File: config.mk
export PLATFORM = sky130hd
export DESIGN_NAME = mux_rr_arbiter
export DESIGN_NICKNAME = d
export VERILOG_FILES = /design/src/rtl/mux_rr_arbiter_pkg.sv /design/src/rtl/mux_rr_arbiter_mux.sv /design/src/rtl/mux_rr_arbiter.sv
export SDC_FILE = /design/constraint.sdc
export NUM_CORES = 1
export LEC_CHECK = 0
export ABC_CLOCK_PERIOD_IN_PS = 3400
export CAP_MARGIN = 10
export CORE_MARGIN = 5
export CORE_UTILIZATION = 39
export DETAILED_ROUTE_END_ITERATION = 10
export GPL_TIMING_DRIVEN = 0
export HOLD_SLACK_MARGIN = 0.15
export PLACE_DENSITY = 0.85
export RECOVER_POWER = 50
export SLEW_MARGIN = 20
export SYNTH_ARGS = -nofsm -noshare
export SYNTH_HDL_FRONTEND = slang
export SYNTH_HIERARCHICAL = 1
export SYNTH_SLANG_ARGS = --single-unit
File: constraint.sdc
create_clock -name clk -period 3.4 [get_ports clk]
set_input_delay 0.68 -clock clk [delete_from_list [all_inputs] [get_ports clk]]
set_output_delay 0.68 -clock clk [all_outputs]
set_load 0.03 [all_outputs]
File: src/rtl/mux_rr_arbiter_pkg.sv
// Shared types and constants for the round-robin MUX arbiter.
// No logic; imported by the arbiter top and its MUX.
// Requester count and select width are fixed by the 4-input MUX.
package mux_rr_arbiter_pkg;

    typedef enum logic {
        IDLE = 1'b0,
        BUSY = 1'b1
    } state_t;

    localparam int N_REQ = 4;
    localparam int SEL_W = 2;

endpackage

File: src/rtl/mux_rr_arbiter_mux.sv
// 4-input WIDTH-bit multiplexer steered by a 2-bit select.
// Latency: purely combinational, zero cycles.
// Backpressure: none; the output simply follows select and the inputs.
module mux_rr_arbiter_mux
    import mux_rr_arbiter_pkg::*;
#(
    parameter int WIDTH = 16
) (
    input  logic [SEL_W-1:0] select,
    input  logic [WIDTH-1:0] in1,
    input  logic [WIDTH-1:0] in2,
    input  logic [WIDTH-1:0] in3,
    input  logic [WIDTH-1:0] in4,
    output logic [WIDTH-1:0] out
);

    always_comb begin
        case (select)
            2'd0:    out = in1;
            2'd1:    out = in2;
            2'd2:    out = in3;
            default: out = in4;
        endcase
    end

endmodule

File: src/rtl/mux_rr_arbiter.sv
// Round-robin arbiter sharing one 16-bit MUX between four requesters.
// Latency: request to out_valid is 1 cycle; back-to-back grants give one word per cycle.
// Backpressure: out_ready low holds the current grant; it is never preempted.
module mux_rr_arbiter
    import mux_rr_arbiter_pkg::*;
#(
    parameter int WIDTH = 16,
    parameter int CNT_W = 16
) (
    input  logic             clk,
    input  logic             rst,
    input  logic [N_REQ-1:0] req,
    input  logic [WIDTH-1:0] in1,
    input  logic [WIDTH-1:0] in2,
    input  logic [WIDTH-1:0] in3,
    input  logic [WIDTH-1:0] in4,
    input  logic             out_ready,
    output logic [SEL_W-1:0] select,
    output logic [N_REQ-1:0] gnt,
    output logic [N_REQ-1:0] ack,
    output logic [WIDTH-1:0] out_data,
    output logic             out_valid,
    output logic [CNT_W-1:0] xfer_cnt
);

    state_t           state;
    logic [SEL_W-1:0] ptr;
    logic             hs;
    logic [SEL_W-1:0] arb_ptr;
    logic [SEL_W:0]   pick;
    logic             pick_vld;
    logic [SEL_W-1:0] pick_idx;

    // Returns {found, index} of the first set request scanning from p upward, mod N_REQ.
    function automatic logic [SEL_W:0] rr_pick(input logic [N_REQ-1:0] r,
                                               input logic [SEL_W-1:0] p);
        logic [SEL_W-1:0] idx;
        rr_pick = '0;
        for (int k = N_REQ - 1; k >= 0; k--) begin
            idx = p + SEL_W'(k);
            if (r[idx]) rr_pick = {1'b1, idx};
        end
    endfunction

    assign hs  = out_valid & out_ready;
    assign ack = gnt & {N_REQ{hs}};

    // In BUSY the only re-arbitration happens on a handshake, where ptr becomes select+1.
    assign arb_ptr  = (state == BUSY) ? select + SEL_W'(1) : ptr;
    assign pick     = rr_pick(req, arb_ptr);
    assign pick_vld = pick[SEL_W];
    assign pick_idx = pick[SEL_W-1:0];

    always_ff @(posedge clk) begin
        if (rst) begin
            state     <= IDLE;
            ptr       <= '0;
            select    <= '0;
            gnt       <= '0;
            out_valid <= 1'b0;
            xfer_cnt  <= '0;
        end else begin
            case (state)
                IDLE: begin
                    if (pick_vld) begin
                        select    <= pick_idx;
                        gnt       <= N_REQ'(1) << pick_idx;
                        out_valid <= 1'b1;
                        state     <= BUSY;
                    end
                end
                BUSY: begin
                    if (hs) begin
                        xfer_cnt <= xfer_cnt + CNT_W'(1);
                        ptr      <= select + SEL_W'(1);
                        if (pick_vld) begin
                            select <= pick_idx;
                            gnt    <= N_REQ'(1) << pick_idx;
                        end else begin
                            gnt       <= '0;
                            out_valid <= 1'b0;
                            state     <= IDLE;
                        end
                    end else if (!req[select]) begin
                        ptr       <= select + SEL_W'(1);
                        gnt       <= '0;
                        out_valid <= 1'b0;
                        state     <= IDLE;
                    end
                end
                default: state <= IDLE;
            endcase
        end
    end

    mux_rr_arbiter_mux #(.WIDTH(WIDTH)) u_mux (
        .select (select),
        .in1    (in1),
        .in2    (in2),
        .in3    (in3),
        .in4    (in4),
        .out    (out_data)
    );

endmodule

==> run_results.csv <==
group,metric,value,unit
detailed_routing,routed_wirelength,6.22,mm
clock_network,cts.clk_slew.worst_paths,90,ps
clock_network,clk_path_buf_depth,2,
placement,gp_congestion,0.846,
clock_network,cts_tree,"built",
placement,hpwlAfterDp,5.11,mm
layout,drive_above_1_share,0.0962,
detailed_routing,initialDrtViolationCount,62,
layout,nFillCells,346,
yosys,ys_types,44,
die,die_h,77.4,um
yosys,synthCells,175,
die,floorplan.initialDensity,0.404,
yosys,syn_nets,247,
detailed_routing,wire_per_inst,18.1,um
setup_path,end_kind,"primary output",
die,io-pin-count,114,
yosys,synth_warnings,6,
die,rows,24,
setup_path,reg2reg_from,"select[0]",
global_routing,grt_pass1_wl,10.3,mm
timing,rsz0062_at_grt,"false",
timing,tightestPinTransition,500,ps
setup_path,crit_type,"input port to primary output",
setup_path,reg2reg_slack,1550,ps
detailed_routing,via_per_inst,5.36,
status,status,"finished, final reports clean",
global_routing,grt_pass1_vias,1880,
clock_network,h-tree-depth,1,
timing,setup_viol,0,
yosys,synth-seq-cells,26,
global_routing,antenna_found_initial,0,
clock_network,clock-sinks,26,
yosys,syn-cell-area,1770,sq um
job,cap_violations,0,
hold_path,hold_depth,2,
clock_network,cts_made_buffers,3,
clock_network,ctsHoldBuffers,0,
timing,finalHoldWorstSlack,466,ps
yosys,ys_seq_area_frac,0.294,
hold_path,hold_path_class,"flop to flop",
detailed_routing,postRouteAntennaNets,0,
setup_path,arrival,2270,ps
clock_network,post_cts_buffers,0,
clock_network,ctsResizeCount,0,
hold_path,whs_endpoint,"gnt[3]",
setup_path,cp.required,2720,ps
setup_path,r2r_cells,5,
layout,design_area,3010,sq um
yosys,synth.avg_cell_area,10.1,sq um
placement,port_buffers,112,
detailed_routing,remaining_drc_errors,0,
die,coreArea,4380,sq um
yosys,synth_top_area_frac,0.294,
setup_path,critPathMaxFanout,8,
timing,slew_viol_final,0,
power,leakage,1.19,nW
yosys,synthTopCellsByArea,"dfxtp_1 (29%), mux4_2 (13%), mux4_1 (10%)",
timing,fmax,0.339,GHz
power,p_per_area,327,nW/um^2
clock_network,cts_root_buf,"clkbuf_8",
power,peakVddDrop,0.248,mV
detailed_routing,drt_pass1_iterations,4,
global_routing,grt_util_all_layers,0.214,
timing,maxSlewHeadroom,0.665,
yosys,yosysTopAreaCell,"dfxtp_1",
layout,n_antenna_cell,0,
global_routing,grt_max_degree,15,
timing,finalCriticalPeriod,2950,ps
layout,nets,364,
die,die_area,5980,sq um
layout,areaGrowthSynthToFinish,70.2,%
die,die_x,77.4,um
detailed_routing,via_count,1837,
timing,hold_violations,0,
timing,finalSetupTns,0,ps
setup_path,worst_r2r_endpoint,"gnt[0]",
clock_network,clock_latency,270,ps
hold_path,worstHoldStart,"gnt[3]",
global_routing,grt_overflow,0,
timing,skew,3.26,ps
setup_path,critPathLaunchType,"input port",
placement,dpl-instance-area,2960,sq um
timing,period_share,0.868,
-- layout by cell type, fill, tap and decap left out, types with 2 or more instances in the layout --
cell	n
nand3b_1	2
a21oi_1	7
nand3_1	8
clkbuf_1	2
mux4_1	7
mux4_2	10
dlygate4sd3_1	24
and2_1	2
clkdlybuf4s50_1	88
xor2_1	11
a32o_1	2
nand2_1	13
nand4_1	2
xnor2_1	3
nor2_1	27
a221o_1	2
clkbuf_8	4
mux2i_1	3
nor3_1	2
buf_6	5
inv_1	5
dfxtp_1	26
buf_2	2
and4_1	3
and3_1	7
mux2_2	2
a211oi_1	2
-- critical path, cell delays in order --
cell,delay (ps)
dlygate4sd3_1,700
and3_1,190
clkdlybuf4s50_1,690
-- cell type report --
| class | count | area [sq um] | area share |
|---|---|---|---|
| multi-input cells | 133 | 1130 | 0.375 |
| repair buffers | 112 | 1120 | 0.372 |
| clock buffers | 4 | 55.1 | 0.0183 |
| flip-flops and latches | 26 | 520 | 0.173 |
| well taps | 52 | 65.1 | 0.0216 |
| plain buffers | 11 | 101 | 0.0337 |
| inverters | 5 | 18.8 | 0.00623 |
-- synth_stat cells, drive strengths merged --
cell type,number
a21oi,8
nor2,28
a221oi,1
a221o,2
or4,1
and4,3
nor3b,1
nand3,8
nor3,2
nand4,2
o31ai,1
o32ai,1
and2,3
or3,1
nand2,13
xnor2,4
buf,9
mux4,17
nand2b,1
inv,5
xor2,11
a32oi,1
a22oi,1
and3,7
mux2,2
a211oi,2
nand3b,2
dfxtp,26
a31oi,1
o21ai,2
ha,1
a32o,2
o31a,1
mux2i,3
clkbuf,2
-- routing by layer --
metal	GRT usage	vias to the layer above	routed length (um)
met5	0	-	0
met4	0.0412	0	53
met3	0.0613	6	549
met2	0.370	99	2970
met1	0.267	848	2640
li1	-	884	-
-- through the flow --
step	util	cells	total power, mW	setup slack, ps
global route	0.687	343	1.03	382
global placement	0.674	339	0.789	505
CTS	0.687	343	0.995	484
detailed placement	0.674	339	0.797	490
finish	0.687	343	0.986	447
floorplan	-	175	0.598	1250
-- how the worst max path moves through the flow --
| stage | startpoint | endpoint | slack [ps] |
|---|---|---|---|
| final | out_ready | ack[0] | 450 |
| after global routing | out_ready | ack[0] | 380 |
| after CTS | in2[14] | out_data[14] | 480 |
| after detailed placement | in2[14] | out_data[14] | 490 |
| after global placement | in3[0] | out_data[0] | 500 |
| after floorplan | select[0] | out_data[10] | 1250 |
-- state kept, by name (all words and copies together) (netlist names) --
| signal | cells |
|---|---|
| xfer_cnt | 16 |
| gnt | 4 |
| ptr | 2 |
| select | 2 |
| out_valid | 1 |
| state | 1 |
-- power by group --
part	leakage (nW)	switching, mW	internal, mW
combinational	0.947	0.210	0.241
sequential	0.211	0.0146	0.318
clock	0.0288	0.0987	0.104
-- logic make-up after synthesis --
| family | synth area share |
|---|---|
| AND/OR/NAND/NOR | 0.198 |
| flip-flops | 0.294 |
| AO/OA/AOI/OAI | 0.0934 |
| multiplexers | 0.261 |
| buffers and inverters | 0.0679 |
| XOR/XNOR | 0.0785 |
| adder cells (fa/ha/maj) | 0.00707 |
Note: power is estimated with default switching activity, not from simulation.
